<file path="config.mk">
export PLATFORM = sky130hd
export DESIGN_NAME = neighbor_count_serializer
export DESIGN_NICKNAME = d
export VERILOG_FILES = /design/src/rtl/neighbor_count_serializer.sv
export SDC_FILE = /design/constraint.sdc
export NUM_CORES = 1
export LEC_CHECK = 0
export ABC_AREA = 1
export CELL_PAD_IN_SITES_DETAIL_PLACEMENT = 1
export CELL_PAD_IN_SITES_GLOBAL_PLACEMENT = 1
export CORE_MARGIN = 4
export CORE_UTILIZATION = 31
export DETAILED_ROUTE_END_ITERATION = 8
export GPL_ROUTABILITY_DRIVEN = 1
export GPL_TIMING_DRIVEN = 0
export PLACE_DENSITY = 0.7
export SYNTH_ARGS = -nofsm -noshare
export SYNTH_HDL_FRONTEND = slang
export SYNTH_SLANG_ARGS = --single-unit
</file>
<file path="constraint.sdc">
create_clock -name clk -period 1.2 [get_ports clk]
set_clock_uncertainty 0.15 [all_clocks]
set_input_delay 0.12 -clock clk [delete_from_list [all_inputs] [get_ports clk]]
set_output_delay 0.12 -clock clk [all_outputs]
set_load 0.03 [all_outputs]
</file>
<file path="src/rtl/neighbor_count_serializer.sv">
// Serial live-neighbor counter for one cell per transaction: shifts the neighbor
// bits out LSB first, accumulates the count and registers the Life next-state bit.
module neighbor_count_serializer #(
    parameter int N_NEIGHBORS = 8,
    parameter int COUNT_W     = 4
) (
    input  logic                   clk,
    input  logic                   rst,
    input  logic                   in_valid,
    output logic                   in_ready,
    input  logic [N_NEIGHBORS-1:0] neighbors,
    input  logic                   alive,
    output logic                   out_valid,
    input  logic                   out_ready,
    output logic [COUNT_W-1:0]     count,
    output logic                   next_alive,
    output logic                   busy,
    output logic [1:0]             state_dbg
);

    // Handshakes: a transfer happens on a rising edge where valid and ready are
    // both high; valid holds its data until then, ready never depends on valid.
    typedef enum logic [1:0] {
        S_IDLE  = 2'd0,
        S_COUNT = 2'd1,
        S_DONE  = 2'd2
    } state_t;

    state_t                 r_state;
    state_t                 w_state_nxt;
    logic [N_NEIGHBORS-1:0] r_sh;
    logic [COUNT_W-1:0]     r_idx;
    logic [COUNT_W-1:0]     r_count;
    logic                   r_alive;
    logic                   r_next_alive;
    logic                   w_accept;
    logic                   w_last;
    logic [COUNT_W-1:0]     w_sum;
    logic                   w_rule;

    assign w_last = (r_idx == COUNT_W'(N_NEIGHBORS - 1));
    assign w_sum  = r_count + COUNT_W'(r_sh[0]);
    // Compared at 32 bits so the constants 2 and 3 survive narrow COUNT_W.
    assign w_rule = (32'(w_sum) == 32'd3) | (r_alive & (32'(w_sum) == 32'd2));

    always_comb begin
        w_state_nxt = r_state;
        in_ready    = 1'b0;
        out_valid   = 1'b0;
        busy        = 1'b0;
        w_accept    = 1'b0;
        case (r_state)
            S_IDLE: begin
                in_ready = 1'b1;
                if (in_valid) begin
                    w_accept    = 1'b1;
                    w_state_nxt = S_COUNT;
                end
            end
            S_COUNT: begin
                busy = 1'b1;
                if (w_last) w_state_nxt = S_DONE;
            end
            S_DONE: begin
                busy      = 1'b1;
                out_valid = 1'b1;
                if (out_ready) w_state_nxt = S_IDLE;
            end
            default: w_state_nxt = S_IDLE;
        endcase
    end

    always_ff @(posedge clk) begin
        if (!rst) r_state <= S_IDLE;
        else      r_state <= w_state_nxt;
    end

    always_ff @(posedge clk) begin
        if (!rst) begin
            r_sh         <= '0;
            r_idx        <= '0;
            r_count      <= '0;
            r_alive      <= 1'b0;
            r_next_alive <= 1'b0;
        end else if (w_accept) begin
            r_sh    <= neighbors;
            r_alive <= alive;
            r_count <= '0;
            r_idx   <= '0;
        end else if (r_state == S_COUNT) begin
            r_count <= w_sum;
            r_sh    <= r_sh >> 1;
            r_idx   <= r_idx + COUNT_W'(1);
            if (w_last) r_next_alive <= w_rule;
        end
    end

    assign count      = r_count;
    assign next_alive = r_next_alive;
    assign state_dbg  = r_state;

endmodule

</file>
Word level (Yosys, flattened, before mapping)

Cells that the tools add are included.

Register bits after elaboration: 20
Output and inout bits: 10

Add/subtract/negate cells: 2
Equal/unequal tests: 8
Mux-type cells: 11
Bitwise logic cells: 4
Reductions and logical operators: 6

Operators by type and width:

| operator            | number |
|---|---|
| $mux 8              | 2 |
| $eq 4x2->1 const B  | 2 |
| $mux 2              | 3 |
| $ne 2x2->1 const B  | 3 |
| $pmux 2 s3          | 1 |
| $reduce_and 3->1    | 2 |
| $mux 1              | 5 |
| $add 4x1->4         | 1 |
| $add 4x1->4 const B | 1 |
| $eq 4x3->1 const B  | 1 |
| $reduce_or 2->1     | 2 |
| $eq 2x1->1 const B  | 1 |
| $eq 2x2->1 const B  | 1 |
| $logic_not 2->1     | 1 |
| $not 1->1           | 2 |
| $reduce_bool 2->1   | 1 |
| $and 1x1->1         | 1 |
| $or 1x1->1          | 1 |

Logic depth before layout (Yosys ltp)

Depth after elaboration: 4
Mapped depth: 9
Gate-level depth less buffers: 9

Worst setup path after synthesis

OpenSTA, ideal clock, no wires.

Path kind: flip-flop to flip-flop
Start point: register r_state[0] (netlist: state_dbg[0])
End point: register r_next_alive (netlist: next_alive)
Library setup time: 70 ps
Arrival: 1560 ps
Data required time: 980 ps
Setup slack: -580 ps
Cell stages (with the launch flop): 8
Path buffers: 0
Clock period less this slack: 1780 ps
Path through: dfxtp_1 inv_1 ha_1 nand2_2 nand2_2 nor2_1 nand3_1 a21oi_1

Cells in the longest elaborated chain, start to end: 4

RTL lines:

| item                           | RTL line | source |
|---|---|---|
| from (decl)                    | 29       | `state_t r_state;` |
| from (signal assigned)         | 75       | `else r_state <= w_state_nxt;` |
| $logic_not 2->1                | 52       | `case (r_state)` |
| $mux 1                         | 52       |  |
| $not 1->1 (no line)            | -        |  |
| $reduce_and 3->1 (no line) (*) | -        |  |
| to (signal assigned)           | 94       | `if (w_last) r_next_alive <= w_rule;` |
| to (decl)                      | 35       | `logic r_next_alive;` |

Every way passes the cells marked *; elsewhere a longest branch is shown, timed or not.
A chain may end at the register's enable or synchronous reset.

Worst setup path in the final report

Start point: register r_state[0] (netlist: state_dbg[0])
End point: register r_idx[2]

Cells in the longest elaborated chain, start to end: 3

RTL lines:

| item                      | RTL line | source |
|---|---|---|
| $logic_not 2->1           | 52       |  |
| $mux 1                    | 52       |  |
| $reduce_or 2->1 (no line) | -        |  |
| to (signal assigned)      | 93       | `r_idx <= r_idx + COUNT_W'(1);` |
| to (decl)                 | 32       | `logic [COUNT_W-1:0] r_idx;` |

Several ways; a longest one is shown, not always the timed one.

==> flow_summary_export.csv <==
group,metric,value,unit
sta,min_period,1450,ps
critical_path,crit_type,"flop to flop",
critical_path,reg2regPathDepth,6,
finish,drive_above_1_share,41.2,%
critical_path,crit_required,1280,ps
logic_synthesis,yosysSeqAreaShare,38.6,%
critical_path,worstSetupStartpoint,"state_dbg[0]",
grt,grt_overflow,0,
logic_synthesis,yosysTopAreaCell,"dfxtp_1",
grt,antenna_found_initial,0,
critical_path,r2r_start,"state_dbg[0]",
power,p_leak,0.732,nW
finish,final_cell_mix,"34 x nand2_1, 19 x inv_1, 14 x buf_4",
critical_path,rr_endpoint,"r_idx[2]",
power,p_total,3.56,mW
logic_synthesis,synth_area_leaders,"dfxtp_1 39%, nand2_1 15%, ha_1 9.7%",
route,wirelength,2950,um
sta,finalSetupViolCount,23,
route,wl_per_cell,13.0,um
logic_synthesis,netlist_instances,143,
die,floorplan.initialDensity,33.2,%
clock_tree,clk_path_buf_depth,2,
sta,tightest_slew,221,ps
placed_design,gp_congestion,0.703,
grt,grt_pass1_vias,1056,
grt,grt_max_degree,12,
grt,globalRouteTotalUtil,14.5,%
critical_path,end_kind,"flop",
logic_synthesis,synth.distinct_cells,19,
status,violations,"negative setup slack",
sta,fin_ws,-253,ps
placed_design,post-dp-hpwl,2040,um
sta,finalCritPeriodShare,121,%
route,drt-vias-per-instance,4.56,
logic_synthesis,ys_ff_latch,20,
min_path,hold_class,"primary input to flop",
critical_path,start_kind,"flop",
sta,fmax,688,MHz
clock_tree,clockRootBuffer,"clkbuf_4",
clock_tree,clk_latency,320,ps
logic_synthesis,synth_area_per_cell,7.25,um2
placed_design,place_ws,-414,ps
status,run_status,"finished, violations left",
finish,fillers,393,
finish,antennaDiodeCount,0,
finish,area_growth_syn_to_layout,63.3,%
sta,hold_viol_final,0,
route,dr.pass1.iters,4,
placed_design,port_buffers,21,
run,maxCapViolations,0,
grt,grt_pass1_wl,4840,um
route,vias,1030,
sta,max_slew_margin,85.2,%
route,drtIter0Drc,20,
route,postRouteAntennaNets,0,
die,rows,20,
logic_synthesis,yosysTopAreaCellShare,38.6,%
finish,nNetsFinal,204,
critical_path,r2r_setup_slack,-250,ps
critical_path,critPathMaxFanout,8,
die,ios,23,
placed_design,dpl.cell_count,208,
clock_tree,htree_num_levels,1,
die,fp.dieH,65.8,um
clock_tree,clock-sinks,20,
clock_tree,cts_tree,"built",
logic_synthesis,synth_fp_nets,164,
power,powerDensity,2100,nW/um2
logic_synthesis,yosysWarnings,0,
critical_path,endpoint,"r_idx[2]",
power,peakVddDrop,1.48,mV
route,drc,0,
sta,rsz0062_at_grt,"yes",
die,die_x,65.8,um
sta,drv_slew,0,
die,core,3130,um2
finish,layout_commonest_cell,"nand2_1",
die,dieArea,4340,um2
clock_tree,cts_buffers,3,
finish,layout.cells.non_filler,226,
logic_synthesis,netlist_area,1040,um2
sta,whs,209,ps
clock_tree,clk_pin_slew,120,ps
critical_path,worstPathArrival,1530,ps
-- through the flow --
step	util (%)	cell area [um2]	TNS [ps]
floorplan	-	1120	-2280
global placement	44.4	1390	-4520
detailed placement	44.4	1390	-5080
CTS	49.8	1560	-3760
global route	54.2	1690	-5280
finish	54.2	1690	-3700
-- state kept, by name, summed over array words and instances (netlist names) --
| signal | flops |
|---|---|
| count | 4 |
| r_idx | 4 |
| next_alive | 1 |
| r_alive | 1 |
| r_sh | 8 |
| state_dbg | 2 |
-- synthesized netlist by cell type --
master	instances
a21oi_1	10
dfxtp_1	20
inv_2	4
nor2_4	1
inv_1	22
nand3b_1	1
nor2_1	6
buf_6	1
ha_1	8
nand2_4	1
nand3_1	6
buf_4	1
nand2_2	5
o21a_1	1
nand4_1	1
o211ai_1	7
nor3b_1	1
o21ai_0	5
nand2_1	42
-- kinds of logic after synthesis --
family	share of synthesized area [%]
AND/OR/NAND/NOR	27.5
buffers and inverters	11.2
AO/OA/AOI/OAI	13.0
flip-flops	38.6
adder cells (fa/ha/maj)	9.65
-- how the worst min path moves through the flow --
stage	start	endpoint	slack, ps	cells past startpoint
final	neighbors[7]	r_sh[7]	210	3
after global routing	neighbors[7]	r_sh[7]	240	3
after CTS	neighbors[7]	r_sh[7]	210	3
after detailed placement	rst	r_sh[0]	260	3
after global placement	rst	r_sh[2]	260	3
after floorplan	neighbors[7]	r_sh[7]	120	2
-- worst max-delay path, stage by stage (launching register included) --
cell     delay (ps)
dfxtp_4         410
buf_6           110
ha_4            190
buf_8           150
buf_4           120
nand3_1          70
nor3b_2         160
-- what timing repair did --
| item | CTS | global route |
|---|---|---|
| hold endpoints to repair | 8 | 0 |
| buffers inserted | 9 | 5 |
| resized for setup | 74 | 37 |
| hold buffers | 1 | 0 |
| setup endpoints to repair | 30 | 29 |
| pin swaps | 6 | 14 |
-- layer usage --
layer / vias to the layer above / wire [um] / global-route usage (%)
li1: 531 / - / -
met1: 474 / 1270 / 17.9
met2: 18 / 1530 / 24.7
met3: 7 / 75 / 2.38
met4: 0 / 62 / 6.22
met5: - / 0 / 0
-- report_power, final --
part / switching (mW) / internal, mW / total (mW)
registers: 0.136 / 0.815 / 0.951
logic: 1.23 / 0.971 / 2.20
clock network: 0.230 / 0.186 / 0.416
total: 1.59 / 1.97 / 3.56
-- final cells by class --
cell class	count	area, um2	area share, %
sequential	20	423	25.0
multi-input combinational	95	718	42.4
timing repair buffer	35	314	18.5
inverter	26	125	7.39
tap	44	55.1	3.25
buffer	2	22.5	1.33
clock buffer	4	36.3	2.14
No activity file was read; power rests on OpenSTA's default activity.
